===== src/rtl/sha_sched_pkg.sv =====
// Shared types and constants for the double-SHA256 work scheduler.
package sha_sched_pkg;

    localparam int PIPE_LAT_DEF = 128;
    localparam int CTR_W        = 64;

    typedef enum logic [2:0] {
        ST_IDLE  = 3'd0,
        ST_LOAD  = 3'd1,
        ST_RUN   = 3'd2,
        ST_DRAIN = 3'd3,
        ST_DONE  = 3'd4
    } state_t;

endpackage


===== src/rtl/sha_sol_slot.sv =====
// Single-entry solution holding register with valid/ready output and a
// saturating counter of hits lost while the entry was occupied.
module sha_sol_slot
    import sha_sched_pkg::*;
#(
    parameter int DROP_W = 8
) (
    input  logic              CLK,
    input  logic              RST,
    input  logic              i_hit,
    input  logic [CTR_W-1:0]  i_res,
    input  logic              i_ready,
    output logic              o_valid,
    output logic [CTR_W-1:0]  o_data,
    output logic [DROP_W-1:0] o_drop_cnt
);

    localparam logic [DROP_W-1:0] DROP_ONE = DROP_W'(1);
    localparam logic [DROP_W-1:0] DROP_MAX = {DROP_W{1'b1}};

    logic              r_valid;
    logic [CTR_W-1:0]  r_data;
    logic [DROP_W-1:0] r_drop;
    logic              w_take;

    assign w_take = r_valid & i_ready;

    always_ff @(posedge CLK or negedge RST) begin
        if (!RST) begin
            r_valid <= 1'b0;
            r_data  <= '0;
            r_drop  <= '0;
        end else if (i_hit) begin
            // an entry being consumed this cycle frees the slot for the new hit
            if (!r_valid || w_take) begin
                r_valid <= 1'b1;
                r_data  <= i_res;
            end else if (r_drop != DROP_MAX) begin
                r_drop <= r_drop + DROP_ONE;
            end
        end else if (w_take) begin
            r_valid <= 1'b0;
        end
    end

    assign o_valid    = r_valid;
    assign o_data     = r_data;
    assign o_drop_cnt = r_drop;

endmodule


===== src/rtl/sha_work_scheduler.sv =====
// Sequences one sha_hasher pipeline through a job: load, run a nonce range,
// drain, and map hits back to {time,nonce} using the known pipeline latency.
//   state | meaning
//   IDLE  | job_ready, hasher held in reset
//   LOAD  | one cycle in reset so the hasher latches the job
//   RUN   | write_en, one nonce per cycle until the range is exhausted
//   DRAIN | write_en for PIPE_LAT-1 more cycles to flush results
//   DONE  | one-cycle job_done pulse
module sha_work_scheduler
    import sha_sched_pkg::*;
#(
    parameter int PIPE_LAT = PIPE_LAT_DEF,
    parameter int DROP_W   = 8
) (
    input  logic              CLK,
    input  logic              RST,
    input  logic              job_valid,
    output logic              job_ready,
    input  logic              job_abort,
    input  logic [255:0]      job_midstate,
    input  logic [255:0]      job_digest_init,
    input  logic [31:0]       job_merkle,
    input  logic [31:0]       job_time,
    input  logic [31:0]       job_target,
    input  logic [31:0]       job_nonce,
    input  logic [31:0]       job_count,
    output logic              hs_rst_n,
    output logic              hs_write_en,
    output logic [255:0]      hs_digest_init,
    output logic [255:0]      hs_digest_in,
    output logic [31:0]       hs_merkle,
    output logic [31:0]       hs_time,
    output logic [31:0]       hs_target,
    output logic [31:0]       hs_nonce,
    input  logic              hs_valid,
    input  logic              hs_hit,
    output logic              sol_valid,
    input  logic              sol_ready,
    output logic [31:0]       sol_time,
    output logic [31:0]       sol_nonce,
    output logic              busy,
    output logic              job_done,
    output logic [DROP_W-1:0] drop_cnt
);

    localparam int          FILL_W = $clog2(PIPE_LAT + 1);
    localparam logic [32:0] TWO32  = 33'h1_0000_0000;

    state_t             r_state;
    logic [32:0]        r_remaining;
    logic [32:0]        r_res_left;
    logic [CTR_W-1:0]   r_res_ctr;
    logic [FILL_W-1:0]  r_fill;
    logic [FILL_W-1:0]  r_drain;

    logic               w_wen;
    logic               w_accept;
    logic               w_abort;
    logic               w_full;
    logic               w_hit;
    logic [32:0]        w_job_n;
    logic [CTR_W-1:0]   w_sol_data;

    assign w_wen    = (r_state == ST_RUN) || (r_state == ST_DRAIN);
    assign w_accept = (r_state == ST_IDLE) && job_valid;
    assign w_abort  = job_abort && (r_state inside {ST_LOAD, ST_RUN, ST_DRAIN});
    assign w_full   = (r_fill == FILL_W'(PIPE_LAT));
    assign w_job_n  = (job_count == 32'd0) ? TWO32 : {1'b0, job_count};
    assign w_hit    = w_wen && w_full && hs_valid && hs_hit && (r_res_left != 33'd0);

    always_ff @(posedge CLK or negedge RST) begin
        if (!RST) begin
            r_state        <= ST_IDLE;
            r_remaining    <= '0;
            r_drain        <= '0;
            hs_digest_init <= '0;
            hs_digest_in   <= '0;
            hs_merkle      <= '0;
            hs_time        <= '0;
            hs_target      <= '0;
            hs_nonce       <= '0;
        end else if (w_abort) begin
            r_state <= ST_IDLE;
        end else begin
            case (r_state)
                ST_IDLE: if (job_valid) begin
                    hs_digest_init <= job_digest_init;
                    hs_digest_in   <= job_midstate;
                    hs_merkle      <= job_merkle;
                    hs_time        <= job_time;
                    hs_target      <= job_target;
                    hs_nonce       <= job_nonce;
                    r_remaining    <= w_job_n;
                    r_state        <= ST_LOAD;
                end
                ST_LOAD: r_state <= ST_RUN;
                ST_RUN: begin
                    r_remaining <= r_remaining - 33'd1;
                    if (r_remaining == 33'd1) begin
                        r_drain <= FILL_W'(PIPE_LAT - 1);
                        r_state <= (PIPE_LAT > 1) ? ST_DRAIN : ST_DONE;
                    end
                end
                ST_DRAIN: begin
                    r_drain <= r_drain - FILL_W'(1);
                    if (r_drain == FILL_W'(1)) r_state <= ST_DONE;
                end
                ST_DONE: r_state <= ST_IDLE;
                default: r_state <= ST_IDLE;
            endcase
        end
    end

    // results only start emerging once PIPE_LAT enabled cycles have filled the pipe
    always_ff @(posedge CLK or negedge RST) begin
        if (!RST) begin
            r_fill     <= '0;
            r_res_ctr  <= '0;
            r_res_left <= '0;
        end else if (w_accept) begin
            r_fill     <= '0;
            r_res_ctr  <= {job_time, job_nonce};
            r_res_left <= w_job_n;
        end else if (w_abort) begin
            r_fill <= '0;
        end else if (w_wen) begin
            if (!w_full) begin
                r_fill <= r_fill + FILL_W'(1);
            end else begin
                r_res_ctr <= r_res_ctr + 64'd1;
                if (r_res_left != 33'd0) r_res_left <= r_res_left - 33'd1;
            end
        end
    end

    sha_sol_slot #(.DROP_W(DROP_W)) u_slot (
        .CLK        (CLK),
        .RST        (RST),
        .i_hit      (w_hit),
        .i_res      (r_res_ctr),
        .i_ready    (sol_ready),
        .o_valid    (sol_valid),
        .o_data     (w_sol_data),
        .o_drop_cnt (drop_cnt)
    );

    assign sol_time    = w_sol_data[63:32];
    assign sol_nonce   = w_sol_data[31:0];
    assign job_ready   = (r_state == ST_IDLE);
    assign busy        = (r_state != ST_IDLE);
    assign job_done    = (r_state == ST_DONE);
    assign hs_rst_n    = w_wen;
    assign hs_write_en = w_wen;

endmodule


===== config.mk =====
export PLATFORM = sky130hd
export DESIGN_NAME = sha_work_scheduler
export DESIGN_NICKNAME = d
export VERILOG_FILES = /design/src/rtl/sha_sched_pkg.sv /design/src/rtl/sha_sol_slot.sv /design/src/rtl/sha_work_scheduler.sv
export SDC_FILE = /design/constraint.sdc
export NUM_CORES = 2
export LEC_CHECK = 0
export CAP_MARGIN = 20
export CORE_AREA = 8 8 535 537
export DETAILED_ROUTE_END_ITERATION = 12
export DIE_AREA = 0 0 543 545
export DONT_BUFFER_PORTS = 1
export GPL_ROUTABILITY_DRIVEN = 0
export PLACE_DENSITY = 0.3
export SYNTH_ARGS = -nofsm -noshare
export SYNTH_HDL_FRONTEND = slang
export SYNTH_SLANG_ARGS = --single-unit

===== constraint.sdc =====
create_clock -name CLK -period 5.3 [get_ports CLK]
set_input_delay 1.325 -clock CLK [delete_from_list [all_inputs] [get_ports CLK]]
set_output_delay 1.325 -clock CLK [all_outputs]
set_load 0.02 [all_outputs]

=== Yosys cells after proc, flatten, opt, wreduce, memory -nomap -nowiden ===
Cells that the tools add are included.
Widths: inputs -> output; s select.

* Add/sub/neg operators: 6
* Multiplexer cells: 26
* Reduce and logical (&&, ||, !) cells: 31
* Equal/unequal tests: 16
* Bitwise logic cells: 3

{| class="wikitable"
|+ Operators with widths
! operator !! count
|-
| $mux 64 || 4
|-
| $mux 33 || 7
|-
| $pmux 33 s2 || 1
|-
| $sub 33x1->33 const B || 2
|-
| $add 64x1->64 const B || 1
|-
| $mux 8 || 5
|-
| $eq 33x1->1 const B || 1
|-
| $reduce_bool 33->1 || 1
|-
| $logic_not 32->1 || 1
|-
| $reduce_and 3->1 || 6
|-
| $add 8x1->8 const B || 2
|-
| $pmux 8 s2 || 1
|-
| $mux 3 || 4
|-
| $pmux 3 s4 || 1
|-
| $reduce_bool 2->1 || 6
|-
| $ne 3x2->1 const B || 3
|-
| $reduce_bool 3->1 || 3
|-
| $eq 8x1->1 const B || 1
|-
| $eq 8x8->1 const B || 1
|-
| $ne 8x8->1 const B || 1
|-
| $sub 8x1->8 const B || 1
|-
| $eq 3x2->1 const B || 2
|-
| $logic_and 1x1->1 || 6
|-
| $ne 2x2->1 const B || 3
|-
| 12 further kinds || 18
|}

* Output and inout port bits: 718
* Flip-flop bits (word level): 862
* Word-level logic and storage cells: 97

=== Longest topological paths before layout ===
* Depth after elaboration: 8
* Gate-level depth with buffers: 11
* Depth with buffers taken out: 8

=== By module ===
From an unflattened synthesis, not the netlist that was laid out.

* Cell total of the unflattened synthesis: 3959
* Area total of the unflattened synthesis: 35624.2 µm²

{| class="wikitable"
|+ By module, submodules not included
! module !! cells each !! times used !! seq. area each (µm²) !! area an instance (µm²)
|-
| sha_work_scheduler || 3783 || 1 || 19743.9 || 32751.4
|-
| sha_sol_slot || 176 || 1 || 1826.8 || 2872.8
|}

=== Least setup slack after synthesis ===
OpenSTA, ideal clock, no wires.

* Path kind: input to register
* From: in job_abort
* To: reg r_res_ctr[32]
* Path buffers: 4
* Setup slack: 2.224 ns
* Cell stages on the path: 8
* Data arrival time: 2.989 ns
* Setup time: 0.087 ns
* Cell sequence: nor3b_1 > and3_1 > clkbuf_1 > buf_2 > buf_1 > buf_1 > o311ai_0 > o211ai_1

* Longest elaborated chain between the ends: 3

{| class="wikitable"
|+ RTL lines
! element !! RTL line !! source
|-
| start, declared || sha_work_scheduler.sv:19 || <nowiki>input logic job_abort,</nowiki>
|-
| $logic_and 1x1->1 || sha_work_scheduler.sv:66 || <nowiki>assign w_abort = job_abort && (r_state inside {ST_LOAD, ST_RUN, ST_DRAIN});</nowiki>
|-
| $ne 2x2->1 (no line) || -- ||
|-
| $reduce_and 3->1 (no line) || -- ||
|-
| end signal, assigned || sha_work_scheduler.sv:122 || <nowiki>r_res_ctr <= {job_time, job_nonce};</nowiki>
|-
| end signal, assigned || sha_work_scheduler.sv:130 || <nowiki>r_res_ctr <= r_res_ctr + 64'd1;</nowiki>
|-
| end, declared || sha_work_scheduler.sv:52 || <nowiki>logic [CTR_W-1:0] r_res_ctr;</nowiki>
|}

Every way passes these cells.
A chain may end at the register's enable or synchronous reset.

=== Final worst setup path ===
* From: reg r_res_ctr[6]
* To: reg r_res_ctr[57]

* Longest elaborated chain between the ends: 5

{| class="wikitable"
|+ RTL lines
! element !! RTL line !! source
|-
| $add 64x1->64 || sha_work_scheduler.sv:130 ||
|-
| $mux 64 || sha_work_scheduler.sv:127 || <nowiki>if (!w_full) begin</nowiki>
|-
| $mux 64 || sha_work_scheduler.sv:126 || <nowiki>end else if (w_wen) begin</nowiki>
|-
| $mux 64 || sha_work_scheduler.sv:124 || <nowiki>end else if (w_abort) begin</nowiki>
|-
| $mux 64 || sha_work_scheduler.sv:120 || <nowiki>end else if (w_accept) begin</nowiki>
|}

Every way passes these cells. The select of a mux whose other input is x is not followed.

==> results by group <==
Pwr
  – PD cells: 709.5 nW/um2
  – Sw Share: 47.63%
  – Sequential share of power: 53.5%
  – Switching pwr: 14.85 mW
  – Pleak: 20.53 nW
  – Max IR drop VDD: 0.2555 mV
  – Pint: 16.33 mW
  – Clock share of power: 26.5%
  – Power share of the combinational group: 20.0%

Synth
  – Synth Net Count: 4,612
  – Leading cell types by count after synthesis: nand2_1 (2,062), dfrtp_1 (862), clkbuf_1 (192)
  – Synthesized instance count: 3,924
  – Post-Syn Area per Cell: 8.998 um2
  – Syn. warnings: 0
  – Dominant cells by area after synthesis: dfrtp_1 (61%), nand2_1 (22%), clkbuf_1 (2.0%)
  – EDFF count, synth: 0
  – Dominant cell type by area after synthesis: dfrtp_1
  – Post-synth ARST share: 100.0%
  – Synth top area share: 61.09%
  – Top_reg_cell synth: dfrtp_1
  – Synthesized cell area: 35,310 um2
  – Yosys reg bits: 862
  – Top-count cell post-synth: nand2_1
  – Synth unique cells: 65
  – Sequential element share of the synthesized area: 61.09%

Clocking
  – CTS tree: yes
  – H-tree level count: 3
  – Worst-path clk slew: 0.06 ns
  – Clock Sinks: 862
  – Post-CTS Hold Fix Bufs: 0
  – Clk_lat worst skew: 0.81 ns
  – Number of setup buffers added after CTS: 0
  – Max Buffers Root-to-Sink: 4
  – Post-cts resize count: 0
  – Root Driver: clkbuf_16
  – CTS Buf Count: 119

Global routing
  – Largest net degree at the start of global routing: 233
  – Met1 usage: 17.70%
  – GRT Util Overall: 15.86%
  – GR Util met2: 26.23%
  – First-pass GRT wire length: 315.5 mm
  – Gr ovfl total: 0
  – Gr busiest metal: met2
  – Vias in the first global route: 28,930
  – Met3 Use GR: 9.128%
  – Initial antenna violation count: 245

Floorplan
  – Placeable Area: 277,900 um2
  – Die area: 295,900 um2
  – Initial Util: 12.70%
  – Row count: 194
  – Ports: 1,397
  – Die Y-Extent: 545 um
  – Die X: 543 um

Hold path
  – Min-delay worst type: input pin to asynchronous set/reset pin

STA
  – Max Freq: 299.5 MHz
  – Final worst setup slack: 1.961 ns
  – Final clock skew: 0.03646 ns
  – Least-Margin Pin Slew: 1.280 ns
  – Max_slew headroom: 14.69%
  – Final Hold Vio Count: 0
  – Fin crit share: 62.99%
  – RSZ-0062 raised after global routing: no
  – Final TNS setup: 0 ns
  – Max Transition Viols Final: 0
  – Final Critical Period: 3.339 ns
  – Final setup violation count: 0

Setup path
  – WS Path Type: flop to flop
  – Reg-to-reg slack, setup: 1.96 ns
  – CP max FO: 10
  – Worst R2R Path Depth: 6
  – FF-to-FF End: r_res_ctr[57]
  – Required time of the critical path: 5.99 ns
  – R2r startpoint: r_res_ctr[6]
  – WP data arrival: 4.03 ns
  – Nature of the critical path startpoint: flop
  – Setup crit end kind: flop

Placed design
  – Pre-CTS WS: 1.745 ns
  – Port bufs: 0
  – Dpl cells: 7,495
  – Dpl hpwl: 202.8 mm

Layout
  – Final #Nets: 4,582
  – Layout overhead on the synthesized area: 24.44%
  – Fin cells: 7,737
  – Share of layout cells above drive strength 1: 8.078%

Drt
  – Drt pass-1 iters: 5
  – Drt wl/cell: 31.91 um
  – 1st-iter DRT viols: 2,364
  – Number of remaining DRC errors: 0
  – Post-route ant nets: 0
  – Drt total wl: 246.9 mm
  – Vias: 29,510
  – Via density: 3.813

Outcome
  – Status: completed

Job
  – Max_cap viols: 0
metal layers:
metal / share of wire [%] / vias up
met1: 37 / 14580
li1: - / 12620
met3: 13 / 553
met4: 2.9 / 84
met2: 47 / 1669
met5: 0.22 / -
worst max-delay path: stages, from the launching register on:
cell      delay [ns]
dfrtp_1         0.63
nand4_4         0.23
or4_1           0.84
nor4_4          0.75
nand2_1         0.36
o211ai_1        0.25
o311ai_1        0.12
cells by family after synthesis:
kind of cell / count (synthesis) / share of synthesized area, %
xor+xnor: 44 / 1.091
buf+inv: 232 / 2.519
fa+ha+maj: 9 / 0.3189
mux: 62 / 1.960
flops: 862 / 61.09
compound gates: 312 / 5.638
simple gates: 2403 / 27.38
registers in the layout (all words and copies together) (netlist names), 32 cells and up:
register and flops:
r_res_ctr 64, hs_nonce 32, r_res_left 33, hs_digest_init 256
r_remaining 33, hs_target 32, hs_digest_in 256, hs_merkle 32
u_slot.o_data 64, hs_time 32
worst max-delay path by stage:
stage	from	end	slack (ns)	depth (start not counted)
floorplan	job_abort	r_res_ctr[32]	2.22	8
global placement	job_valid	hs_digest_init[65]	1.75	6
detailed placement	job_valid	hs_digest_init[67]	1.74	6
CTS	r_state[2]	job_ready	1.82	2
global route	r_res_ctr[6]	r_res_ctr[58]	1.76	7
finish	r_res_ctr[6]	r_res_ctr[57]	1.96	6
cell type report:
class | instances | area [um2]
fill | 31420 | 234000
sequential | 862 | 21570
multi-input combinational | 2830 | 12890
tap | 3724 | 4659
clock buffer | 170 | 3421
timing repair buffer | 60 | 770.7
clock inverter | 43 | 481.7
inverter | 21 | 78.83
antenna | 27 | 67.56
placed cells by master, fill, tap and decap left out, types with 24 or more instances in the layout:
cell and count:
o21ai_0 100, dfrtp_1 862, nor3_1 33, clkbuf_16 120
nor2_1 91, diode_2 27, clkinv_2 24, clkbuf_1 27
nor4_1 26, xor2_1 32, nand4_1 25, mux2_2 57
nand3_1 56, nand2_1 2060, a21oi_1 60, o211ai_1 25
buf_4 38
power by group through the flow:
stage          Sequential [mW]  Combinational (mW)  Clock [mW]
6_report                  16.7                6.25        8.26
5_1_grt                   17.2                7.23        8.81
4_1_cts                   16.9                6.41        8.58
3_5_place_dp              16.9                6.38           0
3_3_place_gp              17.0                6.29           0
2_1_floorplan             14.1                4.36           0
per-stage QoR:
stage / instance area [um2] / hold slack, ns / total power, mW / util, %
after floorplan: 35310 / 0.4499 / 18.43 / -
after global placement: 39910 / 0.4734 / 23.33 / 14.36
after detailed placement: 39910 / 0.4756 / 23.32 / 14.36
after CTS: 43820 / 0.07597 / 31.89 / 15.77
after global routing: 43900 / 0.09436 / 33.22 / 15.80
final: 43940 / 0.1793 / 31.18 / 15.81
(Power assumes the default switching activity.)
